`src/rtl/psum_pkg.sv`:
```
// Shared types and saturation-limit helpers for the partial-sum accumulator.
package psum_pkg;

    typedef enum logic [1:0] {
        IDLE = 2'd0,
        ACC  = 2'd1,
        HOLD = 2'd2
    } state_t;

    localparam int MAX_ACC_WIDTH = 64;

    // Limits are returned right-aligned; the caller keeps the low `width` bits.
    function automatic logic [MAX_ACC_WIDTH-1:0] sat_pos(input int width);
        return (64'd1 << (width - 1)) - 64'd1;
    endfunction

    function automatic logic [MAX_ACC_WIDTH-1:0] sat_neg(input int width);
        return 64'd1 << (width - 1);
    endfunction

endpackage

```
`src/rtl/psum_accumulator_if.sv`:
```
// Valid/ready operand and result bus of the partial-sum accumulator.
interface psum_accumulator_if #(
    parameter int IN_WIDTH  = 16,
    parameter int ACC_WIDTH = 32
);
    logic                 in_valid;
    logic                 in_ready;
    logic [IN_WIDTH-1:0]  in_data;
    logic                 out_valid;
    logic                 out_ready;
    logic [ACC_WIDTH-1:0] out_data;
    logic                 out_sat;

    modport master (
        output in_valid, in_data, out_ready,
        input  in_ready, out_valid, out_data, out_sat
    );

    modport slave (
        input  in_valid, in_data, out_ready,
        output in_ready, out_valid, out_data, out_sat
    );
endinterface

```
`src/rtl/psum_approx_add.sv`:
```
// Approximate adder: low IGNORE_BIT bits are ORed, the upper part adds exactly with
// a carry guessed from the top ignored bit. Result is one bit wider for overflow checks.
module psum_approx_add #(
    parameter int WIDTH      = 32,
    parameter int IGNORE_BIT = 0
) (
    input  logic [WIDTH-1:0] a,
    input  logic [WIDTH-1:0] b,
    output logic [WIDTH:0]   sum
);
    generate
        if (IGNORE_BIT == 0) begin : g_exact
            assign sum = {a[WIDTH-1], a} + {b[WIDTH-1], b};
        end else begin : g_approx
            logic                      carry;
            logic [WIDTH-IGNORE_BIT:0] upper;

            assign carry = a[IGNORE_BIT-1] & b[IGNORE_BIT-1];
            assign upper = {a[WIDTH-1], a[WIDTH-1:IGNORE_BIT]}
                         + {b[WIDTH-1], b[WIDTH-1:IGNORE_BIT]}
                         + {{(WIDTH-IGNORE_BIT){1'b0}}, carry};
            assign sum   = {upper, a[IGNORE_BIT-1:0] | b[IGNORE_BIT-1:0]};
        end
    endgenerate
endmodule

```
`src/rtl/psum_accumulator.sv`:
```
// Sums DEPTH signed operands per result and holds the result until consumed.
// Define PSUM_ACC_SAT_EN for saturating accumulation with a sticky out_sat flag.
module psum_accumulator
    import psum_pkg::*;
#(
    parameter int IN_WIDTH   = 16,
    parameter int ACC_WIDTH  = 32,
    parameter int IGNORE_BIT = 0,
    parameter int DEPTH      = 8
) (
    input logic               clk,
    input logic               rst,
    psum_accumulator_if.slave bus
);
    localparam int CNT_W = $clog2(DEPTH + 1);

    state_t               state, state_next;
    logic [ACC_WIDTH-1:0] acc, acc_next;
    logic [CNT_W-1:0]     cnt, cnt_next;
    logic                 sat, sat_next;

    logic                 accept;
    logic [IN_WIDTH-1:0]  in_op;
    logic [ACC_WIDTH-1:0] in_ext;
    logic [ACC_WIDTH:0]   sum_wide;
    logic [ACC_WIDTH-1:0] add_res;
    logic                 add_ovf;

    assign in_op  = bus.in_data;
    assign in_ext = ACC_WIDTH'($signed(in_op));

    psum_approx_add #(
        .WIDTH      (ACC_WIDTH),
        .IGNORE_BIT (IGNORE_BIT)
    ) u_add (
        .a   (acc),
        .b   (in_ext),
        .sum (sum_wide)
    );

`ifdef PSUM_ACC_SAT_EN
    localparam logic [MAX_ACC_WIDTH-1:0] SAT_POS_FULL = sat_pos(ACC_WIDTH);
    localparam logic [MAX_ACC_WIDTH-1:0] SAT_NEG_FULL = sat_neg(ACC_WIDTH);
    localparam logic [ACC_WIDTH-1:0]     SAT_POS      = SAT_POS_FULL[ACC_WIDTH-1:0];
    localparam logic [ACC_WIDTH-1:0]     SAT_NEG      = SAT_NEG_FULL[ACC_WIDTH-1:0];

    // Overflow shows as disagreement between the guard bit and the result sign.
    assign add_ovf = sum_wide[ACC_WIDTH] ^ sum_wide[ACC_WIDTH-1];
    assign add_res = !add_ovf           ? sum_wide[ACC_WIDTH-1:0] :
                     sum_wide[ACC_WIDTH] ? SAT_NEG : SAT_POS;
`else
    logic unused_guard;
    assign unused_guard = sum_wide[ACC_WIDTH];
    assign add_ovf      = 1'b0;
    assign add_res      = sum_wide[ACC_WIDTH-1:0];
`endif

    assign bus.in_ready  = !rst && (state != HOLD);
    assign bus.out_valid = (state == HOLD);
    assign bus.out_data  = acc;
    assign bus.out_sat   = sat;
    assign accept        = bus.in_valid && bus.in_ready;

    // NOTE: every output of this block gets a default first so no path infers a latch.
    always_comb begin
        state_next = state;
        acc_next   = acc;
        cnt_next   = cnt;
        sat_next   = sat;
        unique case (state)
            IDLE: if (accept) begin
                acc_next   = in_ext;
                cnt_next   = CNT_W'(1);
                sat_next   = 1'b0;
                state_next = (DEPTH == 1) ? HOLD : ACC;
            end
            ACC: if (accept) begin
                acc_next = add_res;
                cnt_next = cnt + 1'b1;
                sat_next = sat | add_ovf;
                if (cnt == CNT_W'(DEPTH - 1)) state_next = HOLD;
            end
            HOLD: if (bus.out_ready) begin
                acc_next   = '0;
                cnt_next   = '0;
                sat_next   = 1'b0;
                state_next = IDLE;
            end
            default: state_next = IDLE;
        endcase
    end

    // NOTE: state registers use non-blocking assignment so every flop samples pre-edge values.
    always_ff @(posedge clk or posedge rst) begin
        if (rst) begin
            state <= IDLE;
            acc   <= '0;
            cnt   <= '0;
            sat   <= 1'b0;
        end else begin
            state <= state_next;
            acc   <= acc_next;
            cnt   <= cnt_next;
            sat   <= sat_next;
        end
    end
endmodule

```
`src/flat_wrapper.sv`:
```
// flat-port wrapper written by rule: the top's interface ports become plain ports
module psum_accumulator_flat import psum_pkg::*;
#(
    parameter int IN_WIDTH   = 16,
    parameter int ACC_WIDTH  = 32,
    parameter int IGNORE_BIT = 0,
    parameter int DEPTH      = 8
)
  (clk, rst, bus_in_valid, bus_in_data, bus_out_ready, bus_in_ready, bus_out_valid, bus_out_data, bus_out_sat);
  psum_accumulator_if #(.IN_WIDTH(IN_WIDTH), .ACC_WIDTH(ACC_WIDTH)) bus_i ();
  input logic clk;
  input logic rst;
  input wire logic [$bits(bus_i.in_valid)-1:0] bus_in_valid;
  input wire logic [$bits(bus_i.in_data)-1:0] bus_in_data;
  input wire logic [$bits(bus_i.out_ready)-1:0] bus_out_ready;
  output wire logic [$bits(bus_i.in_ready)-1:0] bus_in_ready;
  output wire logic [$bits(bus_i.out_valid)-1:0] bus_out_valid;
  output wire logic [$bits(bus_i.out_data)-1:0] bus_out_data;
  output wire logic [$bits(bus_i.out_sat)-1:0] bus_out_sat;
  assign bus_i.in_valid = bus_in_valid;
  assign bus_i.in_data = bus_in_data;
  assign bus_i.out_ready = bus_out_ready;
  assign bus_in_ready = bus_i.in_ready;
  assign bus_out_valid = bus_i.out_valid;
  assign bus_out_data = bus_i.out_data;
  assign bus_out_sat = bus_i.out_sat;
  psum_accumulator #(.IN_WIDTH(IN_WIDTH), .ACC_WIDTH(ACC_WIDTH), .IGNORE_BIT(IGNORE_BIT), .DEPTH(DEPTH)) u_core (.clk(clk), .rst(rst), .bus(bus_i));
endmodule
```
`config.mk`:
```
export PLATFORM = sky130hd
export DESIGN_NAME = psum_accumulator_flat
export DESIGN_NICKNAME = d
export VERILOG_FILES = /design/src/rtl/psum_pkg.sv /design/src/rtl/psum_accumulator_if.sv /design/src/rtl/psum_approx_add.sv /design/src/rtl/psum_accumulator.sv /design/src/flat_wrapper.sv
export SDC_FILE = /design/constraint.sdc
export NUM_CORES = 1
export LEC_CHECK = 0
export BUFFER_PORTS_ARGS = -buffer_cell sky130_fd_sc_hd__buf_2
export CORE_ASPECT_RATIO = 1.4
export CORE_MARGIN = 1.5
export CORE_UTILIZATION = 55
export CTS_CLUSTER_SIZE = 28
export DETAILED_ROUTE_END_ITERATION = 16
export HOLD_SLACK_MARGIN = 0.12
export PLACE_DENSITY = 0.78
export SLEW_MARGIN = 20
export SYNTH_ARGS = -nofsm -noshare
export SYNTH_HDL_FRONTEND = slang
export SYNTH_SLANG_ARGS = --single-unit
```
`constraint.sdc`:
```
create_clock -name clk -period 3.2 [get_ports clk]
set_input_delay 0.16 -clock clk [delete_from_list [all_inputs] [get_ports clk]]
set_output_delay 0.16 -clock clk [all_outputs]
set_load 0.02 [all_outputs]
```
; ---- Word level (Yosys, flattened, before mapping)
; Index checks and enable logic that the tools add are counted.
[totals]
register_bits = 39
inputBits = 20
out_inout_bits = 35
word_cells = 39
[op_classes]
n_addsub = 2
n_eq_ne = 8
muxes = 16
reduce_logical = 9
[op_table]
columns = cell, count
row1 = $mux W32, 3
row2 = $pmux W32 S3, 1
row3 = $add A32 B16 Y32, 1
row4 = $mux W4, 3
row5 = $pmux W4 S3, 1
row6 = $mux W2, 4
row7 = $reduce_and A4 Y1, 2
row8 = $ne A2 B1 Y1 const B, 3
row9 = $pmux W2 S3, 1
row10 = $add A4 B1 Y4 const B, 1
row11 = $eq A4 B3 Y1 const B, 1
row12 = $ne A2 B2 Y1 const B, 2
row13 = $reduce_and A3 Y1, 1
row14 = $reduce_bool A3 Y1, 1
row15 = $eq A2 B1 Y1 const B, 1
row16 = $eq A2 B2 Y1 const B, 1
row17 = $logic_and A1 B1 Y1, 2
row18 = $logic_not A2 Y1, 1
row19 = $mux W1, 2
row20 = $pmux W1 S2, 1
row21 = $reduce_bool A2 Y1, 1
row22 = $logic_not A1 Y1, 1

; ---- Depth between registers and ports, before layout
; Gate-level depths: netlist (run 1).
[logic_depth]
word_depth = 5
mapped_depth = 12
mapped_depth_nobuf = 11

; ---- Cells and area by module
; A second synthesis (run 1) with hierarchy kept.
[unflattened]
cells_unflattened = 450
hier_area_um2 = 3798.6
[by_module_without_submodules]
columns = module, n_inst, cells_each, area_each_um2, seq_area_each_um2
row1 = psum_accumulator, 1, 203, 2026.9, 950.9
row2 = psum_approx_add, 1, 247, 1771.7, 0.0

; ---- Least setup slack after synthesis (run 1)
; OpenSTA, ideal clock, no wires.
[synth_path]
kind = input to register
startpoint = in rst
endpoint = reg u_core.acc[30] (netlist: u_core.bus.out_data[30])
setup_time_ns = 0.131
arrival_ns = 2.583
required_time_ns = 3.069
path_slack_ns = 0.485
cell_stages = 9
n_path_buf = 2
path_cell_list = inv_1 > a21oi_1 > a2bb2oi_1 > or2_2 > buf_2 > a21oi_1 > clkbuf_1 > nor2_1 > or3_1
[synth_between]
elab_chain_len = 5
elab_cells_between_ends = 6
classes_between = 2 x eq/ne / 4 x reduce/logical
[synth_lines]
columns = element, line
row1 = "start, declared", flat_wrapper.sv:12  ; input logic rst;
row2 = $logic_not A1 Y1 (*), psum_accumulator.sv:58  ; assign bus.in_ready = !rst && (state != HOLD);
row3 = $logic_and A1 B1 Y1 (*), psum_accumulator.sv:58
row4 = $logic_and A1 B1 Y1 (*), psum_accumulator.sv:62  ; assign accept = bus.in_valid && bus.in_ready;
row5 = $ne A2 B1 Y1 (no source line), --
row6 = $reduce_and A4 Y1 (no source line) (*), --
row7 = "end signal, assigned", psum_accumulator.sv:102  ; acc <= acc_next;
row8 = "end, declared", psum_accumulator.sv:18  ; logic [ACC_WIDTH-1:0] acc, acc_next;
; Mark *: on every way between the ends. The rest lies on a longest branch, timed or not.
; A chain may end at the register's enable or synchronous reset.

; ---- Worst setup path in the final report (run 1)
[layout_path]
startpoint = reg u_core.acc[4] (netlist: u_core.bus.out_data[4])
endpoint = reg u_core.acc[31] (netlist: u_core.bus.out_data[31])
[layout_between]
elab_chain_len = 3
[layout_lines]
columns = element, line
row1 = $add A32 B16 Y32, psum_approx_add.sv:13  ; assign sum = {a[WIDTH-1], a} + {b[WIDTH-1], b};
row2 = $mux W32, psum_accumulator.sv:77  ; ACC: if (accept) begin
row3 = $pmux W32 S3, psum_accumulator.sv:70  ; unique case (state)
; No other way between the ends. The select of a mux whose other input is x is not followed.

==> flow_summary.json, run 1 <==
{
  "dr.pass1.iters": 4,
  "startpoint": "u_core.bus.out_data[4]",
  "yosysWarnings": 0,
  "ant_nets": 0,
  "grt_pass1_vias": 3335,
  "synth.area.mux_share_pct": 1.91,
  "grt_first_pass_wirelength_um": 14700,
  "cts_num_sinks": 38,
  "hold_viol": 0,
  "final_common_cell": "nor2_1",
  "vias": 3357,
  "syn_to_final_growth_pct": 13.9,
  "maxCapViolCount": 0,
  "finalCriticalPeriod_ps": 2730,
  "async_flop_share_pct": 100,
  "tightest_slew_ps": 585,
  "numCtsBuffers": 5,
  "rr_startpoint": "u_core.bus.out_data[4]",
  "grt_overflow": 0,
  "synth_seq_cells": 38,
  "critPathKind": "reg -> reg",
  "slew_headroom_pct": 60.9,
  "yosys.area_share.xor_xnor_pct": 4.79,
  "synth-adder-area-share_pct": 13.5,
  "io_pins": 55,
  "die_w_um": 70.2,
  "power_density_nw_per_um2": 1300,
  "start_kind": "flip-flop",
  "peakVddDrop_uv": 595,
  "portBuffers": 53,
  "antenna_found_initial": 0,
  "layout-drive-gt1-share_pct": 17.6,
  "fillers": 548,
  "ys.flop_type": "dfrtp_1",
  "dieHeight_um": 97.0,
  "multi_input_area_um2": 2410,
  "tns_ps": 0,
  "rsz0062_at_grt": "no",
  "drv_slew": 0,
  "fin_nets": 532,
  "diodes": 0,
  "dpl.cell_count": 539,
  "min_path_type": "in -> reg",
  "core_area_um2": 6170,
  "outcome": "completed",
  "core.rowCount": 34,
  "synth_area_leader_cell": "dfrtp_1",
  "syn_area_per_cell_um2": 8.17,
  "synthDominantCellAreaShare_pct": 27.4,
  "avgViaCountPerCell": 6.13,
  "synth_edf_count": 0,
  "synth_top_family_by_area": "compound AO/OA/AOI/OAI gates",
  "syn_nets": 482,
  "wl_per_cell_um": 15.7,
  "dp_hpwl_um": 6250,
  "synthCells": 425,
  "final_cell_mix": "64 x nor2_1, 53 x buf_2, 42 x a21oi_1",
  "critPathCaptureType": "flip-flop",
  "max_freq_mhz": 367,
  "start_util_pct": 56.3,
  "grtUsageTotal_pct": 26.0,
  "stdcell_count": 548,
  "required_ps": 3430,
  "cts.htree.levels": 2,
  "yosys.area_share.simple_pct": 20.5,
  "root_buffer": "clkbuf_8",
  "gp_congestion": 0.880,
  "cts.path.max_buffers": 2,
  "utilization_pct": 64.1,
  "synth_area_leaders": "dfrtp_1 27%, ha_1 13%, nor2_1 7.0%",
  "min_period_over_period_pct": 85.2,
  "tritoncts": "built",
  "dieArea_um2": 6810,
  "clk_pin_slew_worst_paths_ps": 90,
  "setup_violations": 0,
  "fin_skew_ps": 11.1,
  "cellLeakagePower_nw": 1.84,
  "drc": 0,
  "syn_area_um2": 3470,
  "arrival_ps": 2960,
  "grt_max_degree": 39,
  "clkLatencyLatePin_ps": 300,
  "hp-start": "bus_in_data[10]",
  "wl_um": 8610,
  "synth_compound_gate_area_share_pct": 28.4,
  "crit_fanout": 5,
  "drt_iter0_markers": 187,
  "regArea_um2": 951,
  "yosysSeqAreaShare_pct": 27.4,
  "synth_cell_types": 64
}
==> critical path, stage by stage (launching register included) <==
cell,delay (ps)
dfrtp_1,400
ha_1,360
a2111oi_0,410
o21ai_1,210
a41oi_2,410
a21oi_2,130
o21ai_2,250
o21ai_2,120
mux2_1,320
nand3_1,70
==> synth_stat cells, drive strengths merged (2+ instances only) <==
cell type and number:
inv 12, a221oi 15, nand2b 4, ha 36, xor2 4, a21oi 45
a31oi 5, or3 4, and4 2, o22ai 3, nand2 31, clkbuf 14
nor2b 4, and3 5, buf 3, o21a 5, o31ai 3, o211ai 3
o21bai 3, nor3 9, dfrtp 38, a21o 15, a21boi 3, nand4 6
mux2 2, nand3b 5, xnor2 15, a211oi 4, mux2i 4, nor2 65
o21ai 25, nand3 12
==> path summary, 6_finish.rpt <==
path	depth (start not counted)	slack, ps	to
worst max register to register	9	470	u_core.bus.out_data[31]
worst min register to register	2	510	u_core.cnt[1]
worst max-delay path	9	470	u_core.bus.out_data[31]
min in group asynchronous	4	610	u_core.cnt[0]
worst min-delay path	3	140	u_core.bus.out_data[10]
max in group asynchronous	4	2230	u_core.bus.out_data[16]
==> kinds of logic (layout without fill, tap and decap cells) <==
kind of cell / count (synthesis) / count (layout)
and+or+nand+nor: 152 / 152
AOI/OAI and AO/OA: 142 / 142
DFF: 38 / 38
adders and majority gates: 37 / 37
buffers and inverters: 30 / 81
xor gates and xnor gates: 19 / 19
muxes: 6 / 6
other: 1 / 1
==> final cells by class <==
class	instances	share of cell area, %
inverter	13	1.23
multi-input combinational	357	60.9
clock inverter	3	1.74
sequential	38	24.0
tap	72	2.28
clock buffer	5	1.74
timing repair buffer	60	8.10
==> state kept, by name (all words and copies together), names as in the netlist <==
signal               flops
u_core.cnt               4
u_core.state             2
u_core.bus.out_data     32
==> what timing repair did <==
item | CTS | global route
setup buffers | 0 | 0
resized for setup | 0 | 0
endpoints found under the hold margin | 38 | 0
hold buffers | 1 | 0
==> per-stage QoR <==
step / area (µm²) / hold WS (ps) / worst slack (ps) / power, W
floorplan: 3470 / 333 / 485 / 0.00374
global placement: 3810 / 341 / 559 / 0.00454
detailed placement: 3810 / 355 / 474 / 0.00462
CTS: 3960 / 140 / 459 / 0.00514
global route: 3960 / 154 / 302 / 0.00562
finish: 3960 / 140 / 474 / 0.00514
==> power by group <==
part           internal [W]  leakage [nW]  switching, W
Combinational       0.00142          1.31       0.00225
Sequential         0.000744         0.459      0.000211
Clock              0.000313        0.0683      0.000194
Total               0.00248          1.84       0.00266
==> routing by layer <==
metal  vias up  share of wire [%]  GRT usage (%)
li1       1661                  -              -
met1      1602                 43           30.5
met2        82                 52           47.4
met3        12                3.6           3.13
met4         0                1.6           10.2
met5         -                  0              0
No activity file was read; power rests on OpenSTA's default activity.
==> run 2: changes to the inputs <==
--- a/config.mk
+++ b/config.mk
@@ -6,13 +6,15 @@
 export NUM_CORES = 1
 export LEC_CHECK = 0
 export BUFFER_PORTS_ARGS = -buffer_cell sky130_fd_sc_hd__buf_2
+export CELL_PAD_IN_SITES_DETAIL_PLACEMENT = 0
+export CELL_PAD_IN_SITES_GLOBAL_PLACEMENT = 2
 export CORE_ASPECT_RATIO = 1.4
 export CORE_MARGIN = 1.5
-export CORE_UTILIZATION = 55
+export CORE_UTILIZATION = 34
 export CTS_CLUSTER_SIZE = 28
 export DETAILED_ROUTE_END_ITERATION = 16
 export HOLD_SLACK_MARGIN = 0.12
-export PLACE_DENSITY = 0.78
+export PLACE_DENSITY_LB_ADDON = 0.1
 export SLEW_MARGIN = 20
 export SYNTH_ARGS = -nofsm -noshare
 export SYNTH_HDL_FRONTEND = slang
==> flow_summary.json, run 2 (synthesized netlist as in run 1, its figures left out) <==
{
  "outcome": "completed",
  "grtUsageTotal_pct": 19.5,
  "grt_overflow": 0,
  "dr.pass1.iters": 4,
  "wl_um": 10200,
  "hold-path-endpoint": "u_core.bus.out_data[5]",
  "layout-drive-gt1-share_pct": 17.2,
  "min_period_over_period_pct": 85.5,
  "crit_fanout": 4,
  "portBuffers": 53,
  "cts.htree.levels": 2,
  "tritoncts": "built",
  "drc": 0,
  "peakVddDrop_uv": 402,
  "arrival_ps": 2910,
  "min_path_type": "in -> reg",
  "dieHeight_um": 123,
  "drv_slew": 0,
  "setup_violations": 0,
  "tns_ps": 0,
  "slew_headroom_pct": 54.1,
  "cts_num_sinks": 38,
  "path_cells": "ha_1 -> inv_1 -> fa_1 -> nor2b_4 -> o31ai_4 -> a21oi_2 -> o31a_4 -> o31ai_4 -> nor3_2 -> mux2i_1 -> or3_1",
  "ant_nets": 0,
  "vias": 3289,
  "critPathKind": "reg -> reg",
  "max_freq_mhz": 365,
  "antenna_found_initial": 0,
  "hold_depth": 3,
  "fillers": 1110,
  "post_cts_resized": 0,
  "max_stage_delay_ps": 400,
  "required_ps": 3370,
  "critPathCaptureType": "flip-flop",
  "clk_pin_slew_worst_paths_ps": 60,
  "start_kind": "flip-flop",
  "finalCriticalPeriod_ps": 2740,
  "hp-start": "bus_in_data[5]",
  "start_util_pct": 35.1,
  "power_density_nw_per_um2": 1300,
  "cellLeakagePower_nw": 1.85,
  "largest_register_ffs": 32,
  "syn_to_final_growth_pct": 16.9,
  "final_cell_mix": "64 x nor2_1, 53 x buf_2, 42 x a21oi_1",
  "core_area_um2": 9900,
  "placed_cell_area_um2": 3890,
  "r2r-end": "u_core.bus.out_data[30]",
  "dieArea_um2": 10800,
  "grt_pass1_vias": 3191,
  "grt_first_pass_wirelength_um": 16200,
  "numCtsBuffers": 5,
  "rr_startpoint": "u_core.bus.out_data[0]",
  "stdcell_area_um2": 4060,
  "diodes": 0,
  "grt_max_degree": 39,
  "regArea_um2": 951,
  "multi_input_area_um2": 2410,
  "die_w_um": 88.4,
  "hold_viol": 0,
  "fin_skew_ps": 9.21,
  "crit_slowest_cell": "dfrtp_1",
  "fin_nets": 532,
  "avgViaCountPerCell": 5.38,
  "wl_per_cell_um": 16.7,
  "rrSetupSlack_ps": 460,
  "maxCapViolCount": 0,
  "dpl.cell_count": 602,
  "root_buffer": "clkbuf_16",
  "rsz0062_at_grt": "no",
  "whs_ps": 149,
  "clkLatencyLatePin_ps": 290,
  "cts.path.max_buffers": 2,
  "dp_hpwl_um": 7540,
  "final_common_cell": "nor2_1",
  "drt_iter0_markers": 156,
  "crit_top_cell": "o31ai_4",
  "core.rowCount": 43,
  "tightest_slew_ps": 688,
  "worstRegToRegCells": 11,
  "io_pins": 55,
  "gp_congestion": 0.867,
  "stdcell_count": 611
}
-- run 2: cell count changes in the layout (fill, tap and decap cells not counted) --
cell,change
clkinv_4,-1
clkbuf_1,+2
clkbuf_16,+5
clkbuf_8,-5
bufinv_16,-1
-- run 2: per-layer routing --
| layer | vias to the layer above | wire length (µm) | global-route usage (%) |
|---|---|---|---|
| met5 | - | 0 | 0 |
| met4 | 0 | 173 | 6.25 |
| met3 | 11 | 250 | 2.69 |
| met2 | 47 | 5470 | 37.3 |
| met1 | 1572 | 4290 | 21.6 |
| li1 | 1659 | - | - |
-- run 2: final cells by class --
| cell class | instances | share of cell area, % |
|---|---|---|
| Inverter | 13 | 1.20 |
| Sequential cell | 38 | 23.4 |
| Multi-Input combinational cell | 357 | 59.3 |
| Clock inverter | 1 | 0.740 |
| Clock buffer | 7 | 3.27 |
| Tap cell | 135 | 4.16 |
| Timing Repair Buffer | 60 | 7.89 |
-- run 2: through the flow --
stage          power, W  utilization, %  setup slack [ps]
2_1_floorplan   0.00374               -               485
3_3_place_gp    0.00475            39.3               505
3_5_place_dp    0.00475            39.3               469
4_1_cts         0.00537            41.0               458
5_1_grt         0.00581            41.0               298
6_report        0.00529            41.0               463
-- run 2: repair_timing --
| action | 4_1_cts | 5_1_grt |
|---|---|---|
| setup buffers | 0 | 0 |
| hold buffers | 1 | 0 |
| endpoints found under the hold margin | 38 | 0 |
-- run 2: worst max-delay path, delay by kind of cell, from the launching register on --
| kind | cells | cell delay [ps] |
|---|---|---|
| adder cells (fa/ha/maj) | 2 | 450 |
| AND/OR/NAND/NOR | 3 | 490 |
| AO/OA/AOI/OAI | 4 | 1080 |
| multiplexers | 1 | 120 |
| flip-flops | 1 | 400 |
| buffers and inverters | 1 | 70 |
-- run 2: worst max-delay path by stage --
stage | start | slack [ps] | end
after floorplan | rst | 490 | u_core.bus.out_data[30]
final | u_core.bus.out_data[0] | 460 | u_core.bus.out_data[30]
after CTS | u_core.bus.out_data[0] | 460 | u_core.bus.out_data[30]
after global placement | u_core.bus.out_data[0] | 510 | u_core.bus.out_data[30]
after global routing | u_core.state[1] | 300 | u_core.bus.out_data[31]
after detailed placement | u_core.bus.out_data[0] | 470 | u_core.bus.out_data[30]
-- run 2: where the power goes --
part           internal, W  switching [W]
clock             0.000369       0.000216
combinational      0.00143        0.00233
sequential        0.000746       0.000206
